[src/rtl/piso_serializer_pkg.sv]
// rtl/piso_serializer_pkg.sv - shared types and defaults for the serial transmit link
// State encodings are shared with the receiver side so both ends agree on framing.
package piso_serializer_pkg;

  localparam int DEFAULT_WIDTH = 4;

  typedef enum logic {
    ST_IDLE  = 1'b0,
    ST_SHIFT = 1'b1
  } state_e;

endpackage

[src/rtl/piso_serializer_if.sv]
// rtl/piso_serializer_if.sv - word load handshake and serial line bundle
// slave is the serializer side; master is the producer / line observer side.
interface piso_serializer_if
  import piso_serializer_pkg::*;
#(
  parameter int WIDTH = DEFAULT_WIDTH
);

  logic             load_valid;
  logic [WIDTH-1:0] load_data;
  logic             load_ready;
  logic             ser_out;
  logic             ser_valid;
  logic             ser_last;
  logic             busy;

  modport slave (
    input  load_valid,
    input  load_data,
    output load_ready,
    output ser_out,
    output ser_valid,
    output ser_last,
    output busy
  );

  modport master (
    output load_valid,
    output load_data,
    input  load_ready,
    input  ser_out,
    input  ser_valid,
    input  ser_last,
    input  busy
  );

endinterface

[src/rtl/piso_serializer_bit_counter.sv]
// rtl/piso_serializer_bit_counter.sv - modulo-WIDTH bit position counter
// clr wins over en; tc flags the final bit position of a word.
module piso_serializer_bit_counter
  import piso_serializer_pkg::*;
#(
  parameter int WIDTH = DEFAULT_WIDTH,
  parameter int CW    = $clog2(WIDTH)
) (
  input  logic          clk,
  input  logic          rst,
  input  logic          clr,
  input  logic          en,
  output logic [CW-1:0] count,
  output logic          tc
);

  logic [CW-1:0] count_q;
  logic [CW-1:0] count_d;

  assign tc    = (count_q == CW'(WIDTH - 1));
  assign count = count_q;

  always_comb begin
    count_d = count_q;
    if (clr) begin
      count_d = '0;
    end else if (en) begin
      count_d = tc ? '0 : count_q + CW'(1);
    end
  end

  always_ff @(posedge clk) begin
    if (rst) begin
      count_q <= '0;
    end else begin
      count_q <= count_d;
    end
  end

endmodule

[src/rtl/piso_serializer.sv]
// rtl/piso_serializer.sv - parallel-in/serial-out transmitter with frame qualifiers
// A word is loaded on handshake and its bits appear one per clock starting the next cycle.
module piso_serializer
  import piso_serializer_pkg::*;
#(
  parameter int WIDTH     = DEFAULT_WIDTH,
  parameter bit MSB_FIRST = 1'b0
) (
  input  logic               CLK,
  input  logic               RESET,
  piso_serializer_if.slave   bus
);

  localparam int CW = $clog2(WIDTH);

  state_e           state_q, state_d;
  logic [WIDTH-1:0] shreg_q, shreg_d;
  logic             ser_out_q, ser_out_d;
  logic             ser_valid_q, ser_valid_d;
  logic             ser_last_q, ser_last_d;
  logic             busy_q, busy_d;

  logic [CW-1:0]    count;
  logic             last_bit;
  logic             load_ready;
  logic             accept;
  logic             in_shift;

  assign in_shift   = (state_q == ST_SHIFT);
  assign load_ready = !in_shift || last_bit;
  assign accept     = bus.load_valid && load_ready;

  piso_serializer_bit_counter #(
    .WIDTH (WIDTH),
    .CW    (CW)
  ) u_bit_counter (
    .clk   (CLK),
    .rst   (RESET),
    .clr   (accept),
    .en    (in_shift),
    .count (count),
    .tc    (last_bit)
  );

  // The first bit goes straight to the output flop, so the shift register
  // only ever holds the bits still to be sent.
  always_comb begin
    state_d   = state_q;
    shreg_d   = shreg_q;
    ser_out_d = 1'b0;
    if (accept) begin
      state_d = ST_SHIFT;
      if (MSB_FIRST) begin
        ser_out_d = bus.load_data[WIDTH-1];
        shreg_d   = bus.load_data << 1;
      end else begin
        ser_out_d = bus.load_data[0];
        shreg_d   = bus.load_data >> 1;
      end
    end else if (in_shift && !last_bit) begin
      if (MSB_FIRST) begin
        ser_out_d = shreg_q[WIDTH-1];
        shreg_d   = shreg_q << 1;
      end else begin
        ser_out_d = shreg_q[0];
        shreg_d   = shreg_q >> 1;
      end
    end else if (in_shift) begin
      state_d = ST_IDLE;
      shreg_d = '0;
    end
  end

  // The registered last strobe looks one bit ahead: it fires when the
  // counter is about to step onto the final position.
  always_comb begin
    busy_d      = (state_d == ST_SHIFT);
    ser_valid_d = busy_d;
    ser_last_d  = busy_d && !accept && in_shift && (count == CW'(WIDTH - 2));
  end

  always_ff @(posedge CLK) begin
    if (RESET) begin
      state_q     <= ST_IDLE;
      shreg_q     <= '0;
      ser_out_q   <= 1'b0;
      ser_valid_q <= 1'b0;
      ser_last_q  <= 1'b0;
      busy_q      <= 1'b0;
    end else begin
      state_q     <= state_d;
      shreg_q     <= shreg_d;
      ser_out_q   <= ser_out_d;
      ser_valid_q <= ser_valid_d;
      ser_last_q  <= ser_last_d;
      busy_q      <= busy_d;
    end
  end

  assign bus.load_ready = load_ready;
  assign bus.ser_out    = ser_out_q;
  assign bus.ser_valid  = ser_valid_q;
  assign bus.ser_last   = ser_last_q;
  assign bus.busy       = busy_q;

endmodule
[src/flat_wrapper.sv]
// flat-port wrapper written by rule: the top's interface ports become plain ports
module piso_serializer_flat import piso_serializer_pkg::*;
#(
  parameter int WIDTH     = DEFAULT_WIDTH,
  parameter bit MSB_FIRST = 1'b0
)
  (CLK, RESET, bus_load_valid, bus_load_data, bus_load_ready, bus_ser_out, bus_ser_valid, bus_ser_last, bus_busy);
  piso_serializer_if #(.WIDTH(WIDTH)) bus_i ();
  input  logic CLK;
  input  logic RESET;
  input wire logic [$bits(bus_i.load_valid)-1:0] bus_load_valid;
  input wire logic [$bits(bus_i.load_data)-1:0] bus_load_data;
  output wire logic [$bits(bus_i.load_ready)-1:0] bus_load_ready;
  output wire logic [$bits(bus_i.ser_out)-1:0] bus_ser_out;
  output wire logic [$bits(bus_i.ser_valid)-1:0] bus_ser_valid;
  output wire logic [$bits(bus_i.ser_last)-1:0] bus_ser_last;
  output wire logic [$bits(bus_i.busy)-1:0] bus_busy;
  assign bus_i.load_valid = bus_load_valid;
  assign bus_i.load_data = bus_load_data;
  assign bus_load_ready = bus_i.load_ready;
  assign bus_ser_out = bus_i.ser_out;
  assign bus_ser_valid = bus_i.ser_valid;
  assign bus_ser_last = bus_i.ser_last;
  assign bus_busy = bus_i.busy;
  piso_serializer #(.WIDTH(WIDTH), .MSB_FIRST(MSB_FIRST)) u_core (.CLK(CLK), .RESET(RESET), .bus(bus_i));
endmodule
[config.mk]
export PLATFORM = sky130hd
export DESIGN_NAME = piso_serializer_flat
export DESIGN_NICKNAME = d
export VERILOG_FILES = /design/src/rtl/piso_serializer_pkg.sv /design/src/rtl/piso_serializer_if.sv /design/src/rtl/piso_serializer_bit_counter.sv /design/src/rtl/piso_serializer.sv /design/src/flat_wrapper.sv
export SDC_FILE = /design/constraint.sdc
export NUM_CORES = 1
export LEC_CHECK = 0
export CAP_MARGIN = 20
export CORE_AREA = 2 2 39 41
export DETAILED_ROUTE_END_ITERATION = 8
export DIE_AREA = 0 0 41 43
export HOLD_SLACK_MARGIN = 0.15
export PLACE_DENSITY = 0.67
export SYNTH_ARGS = -nofsm -noshare
export SYNTH_HDL_FRONTEND = slang
export SYNTH_SLANG_ARGS = --single-unit
[constraint.sdc]
create_clock -name CLK -period 1.18 [get_ports CLK]
set_input_delay 0.118 -clock CLK [delete_from_list [all_inputs] [get_ports CLK]]
set_output_delay 0.118 -clock CLK [all_outputs]
set_load 0.02 [all_outputs]
==> impl_results.html <==
<table>
<tr><th>Metric</th><th>Value</th></tr>
<tr><th colspan="2">Placed design</th></tr>
<tr><td>Port-buffer cells</td><td>11</td></tr>
<tr><td>Area after DPL</td><td>593 um^2</td></tr>
<tr><td>GPL Wtd Cong</td><td>0.683</td></tr>
<tr><td>HPWL Detailed</td><td>680 um</td></tr>
<tr><td>Placed Instances</td><td>79</td></tr>
<tr><th colspan="2">Timing</th></tr>
<tr><td>Count of final hold-check violations</td><td>0</td></tr>
<tr><td>FMAX</td><td>863 MHz</td></tr>
<tr><td>Max-slew violation count</td><td>0</td></tr>
<tr><td>RSZ-0062 raised after global routing</td><td>true</td></tr>
<tr><td>Setup skew after layout</td><td>0.00183 ns</td></tr>
<tr><td>Actual transition at the worst max-transition pin</td><td>0.341 ns</td></tr>
<tr><td>Min Tclk post-route</td><td>1.16 ns</td></tr>
<tr><td>Tightest slew margin relative to the limit</td><td>77.2%</td></tr>
<tr><td>Part of the cycle the worst path needs</td><td>98.2%</td></tr>
<tr><td># setup viols final</td><td>0</td></tr>
<tr><th colspan="2">Critical path</th></tr>
<tr><td>Data required, critical path</td><td>1.06 ns</td></tr>
<tr><td>Maximum fanout count along the critical path</td><td>2</td></tr>
<tr><td>Startpoint of the lowest-slack register-to-register path</td><td>u_core.u_bit_counter.count[0]</td></tr>
<tr><td>Worst endpoint data arrival time</td><td>1.04 ns</td></tr>
<tr><td>Critical Path Start Type</td><td>flip-flop</td></tr>
<tr><td>Reg2Reg Capture Point</td><td>u_core.u_bit_counter.count[1]</td></tr>
<tr><td>Worst R2R Path Depth</td><td>6</td></tr>
<tr><td>Category of the critical setup timing path</td><td>flip-flop to output port</td></tr>
<tr><td>Worst Setup End Kind</td><td>output port</td></tr>
<tr><td>Register-to-register setup slack</td><td>0.07 ns</td></tr>
<tr><td>Worst setup endpoint</td><td>bus_load_ready</td></tr>
<tr><td>Crit. Startpoint</td><td>u_core.u_bit_counter.count[0]</td></tr>
<tr><th colspan="2">Synthesis</th></tr>
<tr><td>Total standard cell area after synthesis</td><td>418 um^2</td></tr>
<tr><td>Number of instances in the synthesized netlist</td><td>46</td></tr>
<tr><td>Mean post-synth cell area</td><td>9.08 um^2</td></tr>
<tr><td>Synthesis warning total</td><td>0</td></tr>
<tr><td>Number of register bits inferred by synthesis</td><td>8</td></tr>
<tr><td>Net count of the mapped netlist</td><td>55</td></tr>
<tr><td>Netlist cell types</td><td>20</td></tr>
<tr><td>Share of synthesized area occupied by flip-flops and latches</td><td>38.3%</td></tr>
<tr><th colspan="2">GRT</th></tr>
<tr><td>Maximum number of pins on one net before global-route repair</td><td>9</td></tr>
<tr><td>Met3 track demand over resource in global routing</td><td>6.81%</td></tr>
<tr><td>Initial antenna violation count</td><td>0</td></tr>
<tr><td>Global-route wire length before repair</td><td>1.42 mm</td></tr>
<tr><td>Via count of the first global-routing pass</td><td>398</td></tr>
<tr><td>Overall track demand over capacity in global routing</td><td>12.0%</td></tr>
<tr><td>Met1 global-route usage</td><td>11.6%</td></tr>
<tr><td>Gr busiest metal</td><td>met2</td></tr>
<tr><td>Met2 usage</td><td>19.1%</td></tr>
<tr><td>Congestion Overflow GR</td><td>0</td></tr>
<tr><th colspan="2">Pwr</th></tr>
<tr><td>Power share of the clock group</td><td>30.9%</td></tr>
<tr><td>Part of the total power dissipated in combinational logic</td><td>23.4%</td></tr>
<tr><td>Pwr Density</td><td>1000 nW/um^2</td></tr>
<tr><td>Net Sw Frac</td><td>25.2%</td></tr>
<tr><td>Standby leakage power</td><td>0.290 nW</td></tr>
<tr><td>Peak supply drop</td><td>0.387 mV</td></tr>
<tr><td>Net Sw Power</td><td>164 uW</td></tr>
<tr><td>Cell internal pwr</td><td>487 uW</td></tr>
<tr><td>Sequential power share</td><td>45.7%</td></tr>
<tr><th colspan="2">CTS</th></tr>
<tr><td>Cts bufs inserted</td><td>3</td></tr>
<tr><td>Clk sink count</td><td>8</td></tr>
<tr><td>Root Buffer</td><td>sky130_fd_sc_hd__clkbuf_4</td></tr>
<tr><td>CTS tree</td><td>done</td></tr>
<tr><td>Clock slew at the register clock pins of the worst setup and hold paths</td><td>0.05 ns</td></tr>
<tr><td>Longest Clk Path Bufs</td><td>2</td></tr>
<tr><td>Number of H-tree levels</td><td>1</td></tr>
<tr><td>Clk_lat worst skew</td><td>0.25 ns</td></tr>
<tr><th colspan="2">Layout</th></tr>
<tr><td>Leading cell type in the layout, fill and taps excluded</td><td>sky130_fd_sc_hd__buf_4</td></tr>
<tr><td>Layout overhead on the synthesized area</td><td>55.7%</td></tr>
<tr><td>Commonest cells after routing, fill and taps aside</td><td>sky130_fd_sc_hd__buf_4, sky130_fd_sc_hd__nor2_1, sky130_fd_sc_hd__clkdlybuf4s50_1, sky130_fd_sc_hd__dfxtp_1, sky130_fd_sc_hd__dlygate4sd2_1</td></tr>
<tr><td>Count of placed standard cells in the final layout, fillers left out</td><td>83</td></tr>
<tr><td>Sequential Area</td><td>163 um^2</td></tr>
<tr><td>Filler Cell Count</td><td>147</td></tr>
<tr><td>Fraction of the core area covered by cells at the end of the flow</td><td>47.0%</td></tr>
<tr><td>Multi-input gate area in the final layout</td><td>234 um^2</td></tr>
<tr><td>Number of inserted diodes</td><td>0</td></tr>
<tr><td>Number of nets in the layout</td><td>78</td></tr>
<tr><td>Area of all placed cells without fillers</td><td>651 um^2</td></tr>
<tr><td>Layout cells sized above 1</td><td>40.3%</td></tr>
<tr><th colspan="2">Drt</th></tr>
<tr><td>Final wirelength</td><td>886 um</td></tr>
<tr><td>Number of antenna-violating nets in the routed design</td><td>0</td></tr>
<tr><td>Number of design-rule violations left by the first detailed-router iteration</td><td>5</td></tr>
<tr><td>Average detailed-routed wire length per instance</td><td>10.7 um</td></tr>
<tr><td>Number of iterations in the first detailed-routing pass</td><td>2</td></tr>
<tr><td>DRC violations left</td><td>0</td></tr>
<tr><td>Total number of vias</td><td>388</td></tr>
<tr><td>Via-per-instance ratio</td><td>4.67</td></tr>
<tr><th colspan="2">Die</th></tr>
<tr><td>Die area</td><td>1760 um^2</td></tr>
<tr><td>Die X-Extent</td><td>41 um</td></tr>
<tr><td>Core Footprint</td><td>1380 um^2</td></tr>
<tr><td>Initial standard-cell utilization of the core</td><td>30.2%</td></tr>
<tr><td>Number of rows created at floorplan</td><td>14</td></tr>
<tr><td>I/O pin total</td><td>12</td></tr>
<tr><td>Vertical die dimension</td><td>43 um</td></tr>
<tr><th colspan="2">Flow run</th></tr>
<tr><td>Max-cap violations</td><td>0</td></tr>
<tr><th colspan="2">Worst hold path</th></tr>
<tr><td>Hold Crit Class</td><td>input pin to flip-flop</td></tr>
<tr><th colspan="2">Status</th></tr>
<tr><td>Outcome</td><td>complete, no violations</td></tr>
</table>
-- cell type report --
class,count,share of cell area [%]
flip-flops and latches,8,25.0
multi-input cells,29,36.0
repair buffers,22,29.6
well taps,16,3.08
inverters,5,2.88
clock buffers,3,3.46
-- worst max-delay path, cell delays in order (launching register included) --
cell	delay [ns]
sky130_fd_sc_hd__dfxtp_2	0.33
sky130_fd_sc_hd__ha_4	0.17
sky130_fd_sc_hd__nor2b_4	0.12
sky130_fd_sc_hd__inv_2	0.05
sky130_fd_sc_hd__buf_6	0.12
-- registers in the layout, summed over array words and instances (netlist names) --
register                    cells
u_core.shreg_q                  3
u_core.u_bit_counter.count      2
u_core.bus.ser_last             1
u_core.bus.ser_out              1
u_core.bus.ser_valid            1
-- power groups by stage --
stage	clock, mW	combinational (mW)	sequential [mW]
2_1_floorplan	0	0.0762	0.304
3_3_place_gp	0	0.145	0.300
3_5_place_dp	0	0.148	0.300
4_1_cts	0.215	0.141	0.295
5_1_grt	0.237	0.167	0.299
6_report	0.201	0.152	0.297
-- layer usage --
layer,wire length (um),vias to the layer above
met1,364,178
met3,53,2
met5,0,-
li1,-,198
met2,455,10
met4,12,0
-- through the flow --
| step | setup WS (ns) | total power, mW | setup TNS [ns] | hold slack [ns] |
|---|---|---|---|---|
| after CTS | -0.0188 | 0.651 | -0.0188 | 0.451 |
| after detailed placement | -0.167 | 0.448 | -0.265 | 0.454 |
| final | 0.0216 | 0.651 | 0 | 0.459 |
| after floorplan | 0.0263 | 0.381 | 0 | 0.282 |
| after global placement | -0.139 | 0.445 | -0.217 | 0.449 |
| after global routing | -0.0292 | 0.704 | -0.0292 | 0.455 |
-- Yosys cell counts --
library cell               n  share of area, %
sky130_fd_sc_hd__inv_2     1              0.90
sky130_fd_sc_hd__nor2_1    7               6.3
sky130_fd_sc_hd__a21oi_1   2               2.4
sky130_fd_sc_hd__nand2_1   2               1.8
sky130_fd_sc_hd__buf_4     2               3.6
sky130_fd_sc_hd__nor3_1    2               2.4
sky130_fd_sc_hd__a211oi_2  2               6.0
sky130_fd_sc_hd__nor3b_2   1               3.0
sky130_fd_sc_hd__ha_1      2               6.0
sky130_fd_sc_hd__nor3b_1   1               1.8
sky130_fd_sc_hd__inv_1     4               3.6
sky130_fd_sc_hd__mux2i_1   1               2.4
sky130_fd_sc_hd__buf_1     1              0.90
sky130_fd_sc_hd__a32oi_1   3               6.3
sky130_fd_sc_hd__o21a_1    1               1.8
sky130_fd_sc_hd__buf_6     1               2.7
sky130_fd_sc_hd__dfxtp_1   8                38
sky130_fd_sc_hd__nor2b_4   1               3.3
sky130_fd_sc_hd__a21o_2    2               4.2
sky130_fd_sc_hd__nand3_1   2               2.4
-- worst min path at each step --
stage                       from            endpoint  slack, ns  cells past startpoint
2_1_floorplan   bus_load_data[0]  u_core.bus.ser_out       0.28                      2
3_3_place_gp   u_core.shreg_q[0]  u_core.bus.ser_out       0.45                      2
3_5_place_dp   u_core.shreg_q[0]  u_core.bus.ser_out       0.45                      2
4_1_cts         bus_load_data[0]  u_core.bus.ser_out       0.45                      3
5_1_grt         bus_load_data[0]  u_core.bus.ser_out       0.46                      3
6_report        bus_load_data[0]  u_core.bus.ser_out       0.46                      3
-- what timing repair did --
| item | CTS | global route |
|---|---|---|
| setup endpoints to repair | 5 | 3 |
| hold buffers | 0 | 0 |
| cloned | 0 | 0 |
| pin swaps | 0 | 4 |
| setup buffers | 0 | 1 |
| gates resized for setup | 9 | 8 |
-- kinds of logic after synthesis --
logic type	share of synthesized area, %
AO/OA/AOI/OAI	20.7
adder cells (fa/ha/maj)	5.99
buffers and inverters	11.7
flip-flops	38.3
multiplexers	2.40
AND/OR/NAND/NOR	21.0
Note: power is estimated with default switching activity, not from simulation.
==> patch 1: new RTL, same flow settings <==
Set the package constant `DEFAULT_WIDTH` to 8 (it was 4).
--- a/src/rtl/piso_serializer_pkg.sv
+++ b/src/rtl/piso_serializer_pkg.sv
@@ -2,7 +2,7 @@
 // State encodings are shared with the receiver side so both ends agree on framing.
 package piso_serializer_pkg;
 
-  localparam int DEFAULT_WIDTH = 4;
+  localparam int DEFAULT_WIDTH = 8;
 
   typedef enum logic {
     ST_IDLE  = 1'b0,
Interface: changed (resized bus_load_data); port bits go from 12 to 16. The function was not compared with the original's and may differ.
==> patch 1 against the original RTL <==
- the run now ends with setup timing left
- maximum frequency is 21% lower
- synthesized area rose by 51%
- count of clock-buffer cells in the layout rose by 1
- wire length up 70%
- sequential cell count up 5
- non-clock buffer count rose by 7
- final cell count grew 40%
- combinational power increased by 41%
- final area up 51%
- total power is 49% higher
- setup slack worse by 0.30 ns
- worst hold slack got worse by 0.047 ns
- clock skew is essentially flat
==> patch 1: results (changes against the original RTL) <==
.. list-table::
   :header-rows: 1

   * - Metric
     - Value
   * - Sink of the worst hold path
     - u_core.bus.ser_out (unchanged)
   * - Worst setup slack after layout
     - -0.282 ns (was 0.0216 ns)
   * - Placer Congestion
     - 0.742 (was 0.683)
   * - Slowest Stage Delay on Critical Path
     - 0.36 ns (was 0.33 ns)
   * - Average wire per cell in the routed design
     - 13.0 um (was 10.7 um)
   * - Max Clock Skew
     - 0.00224 ns (was 0.00183 ns)
   * - Number of vias per cell after detailed routing
     - 5.29 (was 4.67)
   * - Most frequent cells after synthesis
     - 13 x sky130_fd_sc_hd__dfxtp_1, 12 x sky130_fd_sc_hd__nor2_1, 7 x sky130_fd_sc_hd__nor3_1 (was 8 x sky130_fd_sc_hd__dfxtp_1, 7 x sky130_fd_sc_hd__nor2_1, 4 x sky130_fd_sc_hd__inv_1)
   * - Total negative slack
     - -2.38 ns (was 0 ns)
   * - Number of failing setup endpoints in the final timing report
     - 12 (was 0)
   * - Via count of the first global-routing pass
     - 589 (was 398)
   * - Violated checks
     - setup timing
   * - Placement Setup Slack
     - -0.441 ns (was -0.167 ns)
   * - Estimated wirelength of the detail-placed design
     - 1.06 mm (was 680 um)
   * - Leakage component of the power
     - 0.422 nW (was 0.290 nW)
   * - Largest voltage drop on the vdd net
     - 0.721 mV (was 0.387 mV)
   * - Proportion of layout cells with a drive suffix above 1
     - 33.0% (was 40.3%)
   * - Number of violations reported at the end of detailed-routing iteration 0
     - 40 (was 5)
   * - Number of distinct library cells after synthesis
     - 24 (was 20)
   * - Buffers on Ports
     - 15 (was 11)
   * - Clock edge transition at the registers on the reported setup and hold paths
     - 0.08 ns (was 0.05 ns)
   * - R2R depth
     - 6 (unchanged)
   * - Insertion delay to the later sink of the worst-skew pair
     - 0.28 ns (was 0.25 ns)
   * - Number of nets produced by synthesis
     - 87 (was 55)
   * - Worst R2R End
     - u_core.shreg_q[1] (was u_core.u_bit_counter.count[1])
   * - Global-route wire length before repair
     - 2.48 mm (was 1.42 mm)
   * - Max reg flops
     - 7 (was 3)
   * - Number of nets at the end of the flow
     - 115 (was 78)
   * - Run status
     - finished with violations (was completed)
   * - Pin count of the biggest net entering global routing
     - 14 (was 9)
   * - Fraction of the yosys area taken by sequential cells
     - 41.1% (was 38.3%)
   * - Number of search-and-repair iterations in the first detailed-routing pass
     - 4 (was 2)
   * - Cell types occupying the most area after synthesis
     - sky130_fd_sc_hd__dfxtp_1 41%, sky130_fd_sc_hd__a222oi_1 9.5%, sky130_fd_sc_hd__nor2_1 7.1% (was sky130_fd_sc_hd__dfxtp_1 38%, sky130_fd_sc_hd__nor2_1 6.3%, sky130_fd_sc_hd__a32oi_1 6.3%)
   * - Worst Path Arrival
     - 1.34 ns (was 1.04 ns)
   * - Overall routing resource usage
     - 21.4% (was 12.0%)
## patch 1: cell types whose count changed in the layout (fill, tap and decap cells not counted), moves of 3 or more
cell	change
sky130_fd_sc_hd__nor2_1	+5
sky130_fd_sc_hd__nand2b_1	+6
sky130_fd_sc_hd__a222oi_1	+6
sky130_fd_sc_hd__clkdlybuf4s50_1	+4
sky130_fd_sc_hd__a32oi_1	-3
sky130_fd_sc_hd__dfxtp_1	+5
sky130_fd_sc_hd__buf_6	+3
sky130_fd_sc_hd__nor3_1	+4
## patch 1: worst max-delay path by stage
stage | cells past startpoint | endpoint
CTS | 6 | bus_load_ready
finish | 6 | bus_load_ready
detailed placement | 6 | bus_load_ready
global route | 6 | u_core.shreg_q[2]
floorplan | 6 | u_core.shreg_q[0]
global placement | 6 | bus_load_ready
## patch 1: layout make-up
class	instances	area (sq um)
multi-input cells	50	375
inverters	4	20.0
clock buffers	4	26.3
repair buffers	29	278
fillers	123	399
well taps	16	20.0
flip-flops and latches	13	265
## patch 1: cells by family after synthesis
kind of cell    share of synthesized area [%]
mux                                      1.78
buf+inv                                  9.09
simple gates                             26.9
flops                                    41.1
compound gates                           15.2
fa+ha+maj                                5.93
## patch 1: timing repair
item / in CTS / in global routing
buffers inserted: 2 / 0
gates resized for setup: 21 / 5
pin swaps: 6 / 7
endpoints found under the setup margin: 17 / 16
endpoints found under the hold margin: 0 / 0
## patch 1: per-layer routing
metal | vias to the layer above | track usage (%) | part of all wire [%]
li1 | 312 | - | -
met1 | 284 | 27.2 | 45
met2 | 14 | 31.9 | 50
met3 | 4 | 3.14 | 3.3
met4 | 0 | 14.0 | 2.4
met5 | - | 0 | 0
## patch 1: where the power goes
part / switching, mW / total (mW) / internal [mW]
clock: 0.148 / 0.279 / 0.131
combinational: 0.0981 / 0.214 / 0.116
sequential: 0.0147 / 0.479 / 0.464
total: 0.261 / 0.972 / 0.711
## patch 1: worst min-delay path, delay by kind of cell
family | cells | cell delay (ns)
compound gates | 1 | 0.04
simple gates | 1 | 0.08
buf+inv | 1 | 0.41
## patch 1: per-stage QoR
step	hold slack, ns	util, %	instances	instance area [sq um]
final	0.412	71.2	116	985
after global routing	0.430	71.2	116	985
after CTS	0.408	70.4	116	975
after detailed placement	0.463	65.8	111	911
after global placement	0.451	65.8	111	911
after floorplan	0.197	-	73	683
